File: config.mk
export PLATFORM = sky130hd
export DESIGN_NAME = uart_rx_fifo
export DESIGN_NICKNAME = d
export VERILOG_FILES = /design/src/rtl/uart_rx_fifo.sv
export SDC_FILE = /design/constraint.sdc
export NUM_CORES = 1
export LEC_CHECK = 0
export ABC_AREA = 1
export CAP_MARGIN = 20
export CORE_ASPECT_RATIO = 0.75
export CORE_MARGIN = 10
export CORE_UTILIZATION = 60
export DETAILED_ROUTE_END_ITERATION = 10
export GPL_ROUTABILITY_DRIVEN = 1
export PLACE_DENSITY = 0.89
export SKIP_LAST_GASP = 1
export SYNTH_ARGS = -nofsm -noshare
export SYNTH_HDL_FRONTEND = slang
export SYNTH_SLANG_ARGS = --single-unit
File: constraint.sdc
create_clock -name clk -period 4.7 [get_ports clk]
set_input_delay 0.705 -clock clk [delete_from_list [all_inputs] [get_ports clk]]
set_output_delay 0.705 -clock clk [all_outputs]
set_load 0.05 [all_outputs]
File: src/rtl/uart_rx_fifo.sv
// Receive FIFO behind the UART receiver: first-word-fall-through read port,
// occupancy count, almost-full watermark and sticky overflow/underflow flags.
module uart_rx_fifo #(
  parameter int WORD_WIDTH         = 8,
  parameter int DEPTH_LOG2         = 4,
  parameter int ALMOST_FULL_MARGIN = 2
) (
  input  logic                  clk,
  input  logic                  rst,
  input  logic [WORD_WIDTH-1:0] din,
  input  logic                  we,
  output logic                  full,
  output logic                  almost_full,
  output logic [WORD_WIDTH-1:0] dout,
  input  logic                  re,
  output logic                  empty,
  output logic [DEPTH_LOG2:0]   count,
  output logic                  overflow,
  output logic                  underflow,
  input  logic                  clr_err
);

  localparam int DEPTH = 1 << DEPTH_LOG2;
  localparam int CW    = DEPTH_LOG2 + 1;

  localparam logic [CW-1:0]         CNT_ONE  = CW'(1);
  localparam logic [CW-1:0]         CNT_FULL = CW'(DEPTH);
  localparam logic [DEPTH_LOG2-1:0] PTR_ONE  = DEPTH_LOG2'(1);

  // A margin covering the whole FIFO keeps the watermark permanently asserted.
  localparam bit            AF_ALWAYS = (ALMOST_FULL_MARGIN >= DEPTH);
  localparam logic [CW-1:0] AF_CNT    = AF_ALWAYS ? '0 : CW'(DEPTH - ALMOST_FULL_MARGIN);

  logic [WORD_WIDTH-1:0] mem_q [DEPTH];

  logic [DEPTH_LOG2-1:0] wr_ptr_q, wr_ptr_d;
  logic [DEPTH_LOG2-1:0] rd_ptr_q, rd_ptr_d;
  logic [CW-1:0]         count_q, count_d;
  logic                  overflow_q, overflow_d;
  logic                  underflow_q, underflow_d;

  logic wr_acc;
  logic rd_acc;

  // Flags decode the registered count, so they only move at clock edges.
  assign full        = (count_q == CNT_FULL);
  assign empty       = (count_q == '0);
  assign almost_full = AF_ALWAYS || (count_q >= AF_CNT);
  assign count       = count_q;
  assign overflow    = overflow_q;
  assign underflow   = underflow_q;
  assign dout        = empty ? '0 : mem_q[rd_ptr_q];

  assign wr_acc = we & ~full;
  assign rd_acc = re & ~empty;

  // NOTE: every always_comb output gets a default first so no latch is inferred.
  always_comb begin
    wr_ptr_d    = wr_ptr_q;
    rd_ptr_d    = rd_ptr_q;
    count_d     = count_q;
    overflow_d  = overflow_q & ~clr_err;
    underflow_d = underflow_q & ~clr_err;

    if (wr_acc) wr_ptr_d = wr_ptr_q + PTR_ONE;
    if (rd_acc) rd_ptr_d = rd_ptr_q + PTR_ONE;

    if (wr_acc && !rd_acc)      count_d = count_q + CNT_ONE;
    else if (rd_acc && !wr_acc) count_d = count_q - CNT_ONE;

    // Setting after the clear term lets a new error win over clr_err.
    if (we && full)  overflow_d  = 1'b1;
    if (re && empty) underflow_d = 1'b1;
  end

  // NOTE: sequential state uses non-blocking assignments so all registers
  // sample the same pre-edge values.
  always_ff @(posedge clk) begin
    if (rst) begin
      wr_ptr_q    <= '0;
      rd_ptr_q    <= '0;
      count_q     <= '0;
      overflow_q  <= 1'b0;
      underflow_q <= 1'b0;
    end else begin
      wr_ptr_q    <= wr_ptr_d;
      rd_ptr_q    <= rd_ptr_d;
      count_q     <= count_d;
      overflow_q  <= overflow_d;
      underflow_q <= underflow_d;
    end
  end

  // NOTE: the storage array is deliberately not reset; empty masks stale words.
  always_ff @(posedge clk) begin
    if (wr_acc && !rst) mem_q[wr_ptr_q] <= din;
  end

endmodule

==> summary.md <==
| Metric | Value |
|---|---|
| Die height | `around 110 um` |
| Post-Synthesis Cells | `558` |
| Post-detailed-placement half-perimeter wirelength | `8790 um` |
| Routed wire per std cell | `approximately 19 um` |
| Min Tclk post-route | `between 3 and 4 ns` |
| Antenna violations before repair | `0` |
| Core area | `between 9000 and 10000 um2` |
| Clk root buf | `clkbuf_16` |
| Total track usage | `about 20%` |
| Critical Path RT | `3.99 ns` |
| Max-Cap Viols | `0` |
| CTS max path bufs | `2` |
| GRT overflow | `0` |
| Most common cell after layout, fill and taps aside | `nand2_1` |
| Synth Cell Area | `6170 um2` |
| Worst Path Max Fanout | `36` |
| I/O Buffers | `30` |
| Clk Latency, worst-skew pair | `roughly 0.42 ns` |
| Fillers | `661` |
| Crit-path slowest cell | `clkdlybuf4s50_1` |
| CP peak stage delay | `~0.86 ns` |
| Ys Warns | `0` |
| CP arrival | `between 3 and 4 ns` |
| Die Span X | `between 100 and 150 um` |
| H-tree Lvls | `4` |
| Area of the multi-input gates | `around 1700 um2` |
| # nets final | `roughly 610` |
| Register area | `around 4200 um2` |
| Status | `complete, no violations` |
| FMAX | `about 260 MHz` |
| Endpoint class of the critical path | `output pin` |
| Slew Viols, Final | `0` |
| Post-synthesis sequential area ratio | `68.5%` |
| Count of final hold-check violations | `0` |
| Most frequent cells in the layout | `nand2_1, edfxtp_1, nand3_1` |
| Cts bufs inserted | `17` |
| Final wirelength | `14100 um` |
| Cells along the critical path | `inv_2 -> buf_4 -> nand2_1 -> nand3_1 -> nand3_1 -> nand2_1 -> nand2_1 -> a21oi_1 -> clkdlybuf4s50_1` |
| Worst slew pin tran | `1.10 ns` |
| Antenna diode count | `0` |
| Cts hold-fix bufs | `0` |
| Critical path startpoint category | `register` |
| 1st-iter DRT viols | `600` |
| Top-Level Pins | `31` |
| Synthesis-to-layout area growth | `14.4%` |
| Yosys cell types | `22` |
| Most Frequent Cell on Critical Path | `nand2_1` |
| LEAKAGE | `between 2 and 3 nW` |
| Clk_skew | `0.00863 ns` |
| DRT antenna net count | `0` |
| Kind of critical path | `reg -> out` |
| Via/cell ratio | `a little under 6` |
| Pwr/cell area | `just under 600 nW/um2` |
| Vias in the first global route | `4191` |
| Largest net degree at the start of global routing | `65` |
| Die Area | `between 10000 and 15000 um2` |
| Tcrit/Tclk final | `between 80% and 90%` |
| Vias | `roughly 4300` |
| Pre-antenna DRT Iters | `6` |
| CTS tree | `built` |
| Setup Viol. Count Final | `0` |
| Final Total Pwr | `around 4.1 mW` |
| Post-cts gate resize count | `0` |
| TritonCTS Sinks | `~150` |
| Yosys reg bits | `approximately 150` |
| Worst VDD drop | `roughly 0.36 mV` |
| RSZ-0062 raised after global routing | `no` |
| Post-Syn Nets | `581` |
| Clock slew at reported path FFs | `~0.060 ns` |
| Detailed-route DRC error count | `0` |
| Setup TNS Final | `0 ns` |
| Std cell rows | `31` |
| Setup Buffers After CTS | `0` |
| Placer Congestion | `between 0.8 and 0.9` |
| Type of the most critical hold path | `reg -> reg` |
| Max-slew headroom | `a little over a quarter` |
| Global-route wire length before repair | `22200 um` |
| Share of layout cells above drive strength 1 | `6.18%` |
| Syn Area/Cell | `roughly 11 um2` |
| Initial core utilization | `between 60% and 70%` |
-- logic make-up after synthesis --
family                   Yosys count  synth area share, %
XOR/XNOR                           6                0.852
adder cells (fa/ha/maj)           10                 2.15
buffers and inverters             50                 4.42
AND/OR/NAND/NOR                  311                 21.3
flip-flops                       147                 68.5
AO/OA/AOI/OAI                     34                 2.80
-- flip-flops by register name, summed over array words and instances (netlist names), named ones only --
register,cells
wr_ptr_q,4
rd_ptr_q,4
overflow,1
mem_q,128
count,5
underflow,1
-- per-layer routing --
| layer | global-route usage, % | wire (um) | vias up |
|---|---|---|---|
| met5 | 0 | 0 | - |
| met4 | 7.06 | 241 | 0 |
| met3 | 6.81 | 1560 | 26 |
| met2 | 32.0 | 6850 | 265 |
| met1 | 24.6 | 5480 | 2037 |
| li1 | - | - | 1981 |
-- worst paths after layout --
kind                              start                    end  slack [ns]  cells past startpoint
hold reg to reg     overflow$_SDFF_PP0_    overflow$_SDFF_PP0_        0.47                      2
setup / recovery               register                dout[0]        0.81                      9
setup reg to reg  count[1]$_SDFFE_PP0P_  count[4]$_SDFFE_PP0P_        2.38                     14
hold / removal      overflow$_SDFF_PP0_    overflow$_SDFF_PP0_        0.47                      2
-- power by group --
part | internal, mW | switching (mW)
Clock | 0.774 | 0.489
Combinational | 0.409 | 0.920
Sequential | 1.47 | 0.0483
-- cells in the mapped netlist --
library cell    n  area, um2
or2_2           1       6.26
xor2_1          4       35.0
dfxtp_1        19        380
fa_1            1       20.0
clkbuf_1        2       7.51
nand4_1         2       12.5
xnor2_1         2       17.5
nand3_1       105        526
buf_6           7       78.8
nand2_2         2       12.5
nor2_1         20       75.1
edfxtp_1      128       3840
inv_1          20       75.1
clkinv_1        2       7.51
buf_4           5       37.5
a21oi_1        24        120
o21ai_0         9       45.0
inv_2           3       11.3
o31ai_1         1       7.51
buf_2          11       55.1
ha_1            9        113
nand2_1       181        679
-- critical path: cells and delay by family, from the launching register on --
kind            cells  cell delay (ns)
buf+inv             3             1.72
simple gates        5             0.42
flops               1             0.33
compound gates      1             0.26
-- metrics by stage --
stage                     cells  utilization, %  setup slack, ns  instance area, um2  hold slack, ns
after floorplan             558               -             1.60                6170           0.459
after global placement      698            65.7             1.36                6480           0.451
after detailed placement    698            65.7             1.27                6480           0.464
after CTS                   730            71.3            0.815                7030           0.473
after global routing        731            71.6            0.650                7060           0.507
final                       731            71.6            0.812                7060           0.469
-- area by class of cell --
cell class / instances / share of cell area, %
clock buffers: 21 / 6.24
repair buffers: 34 / 4.96
clock inverters: 11 / 1.60
flip-flops and latches: 147 / 59.9
well taps: 132 / 2.34
multi-input cells: 361 / 23.7
inverters: 25 / 1.33
No activity file was read; power rests on OpenSTA's default activity.
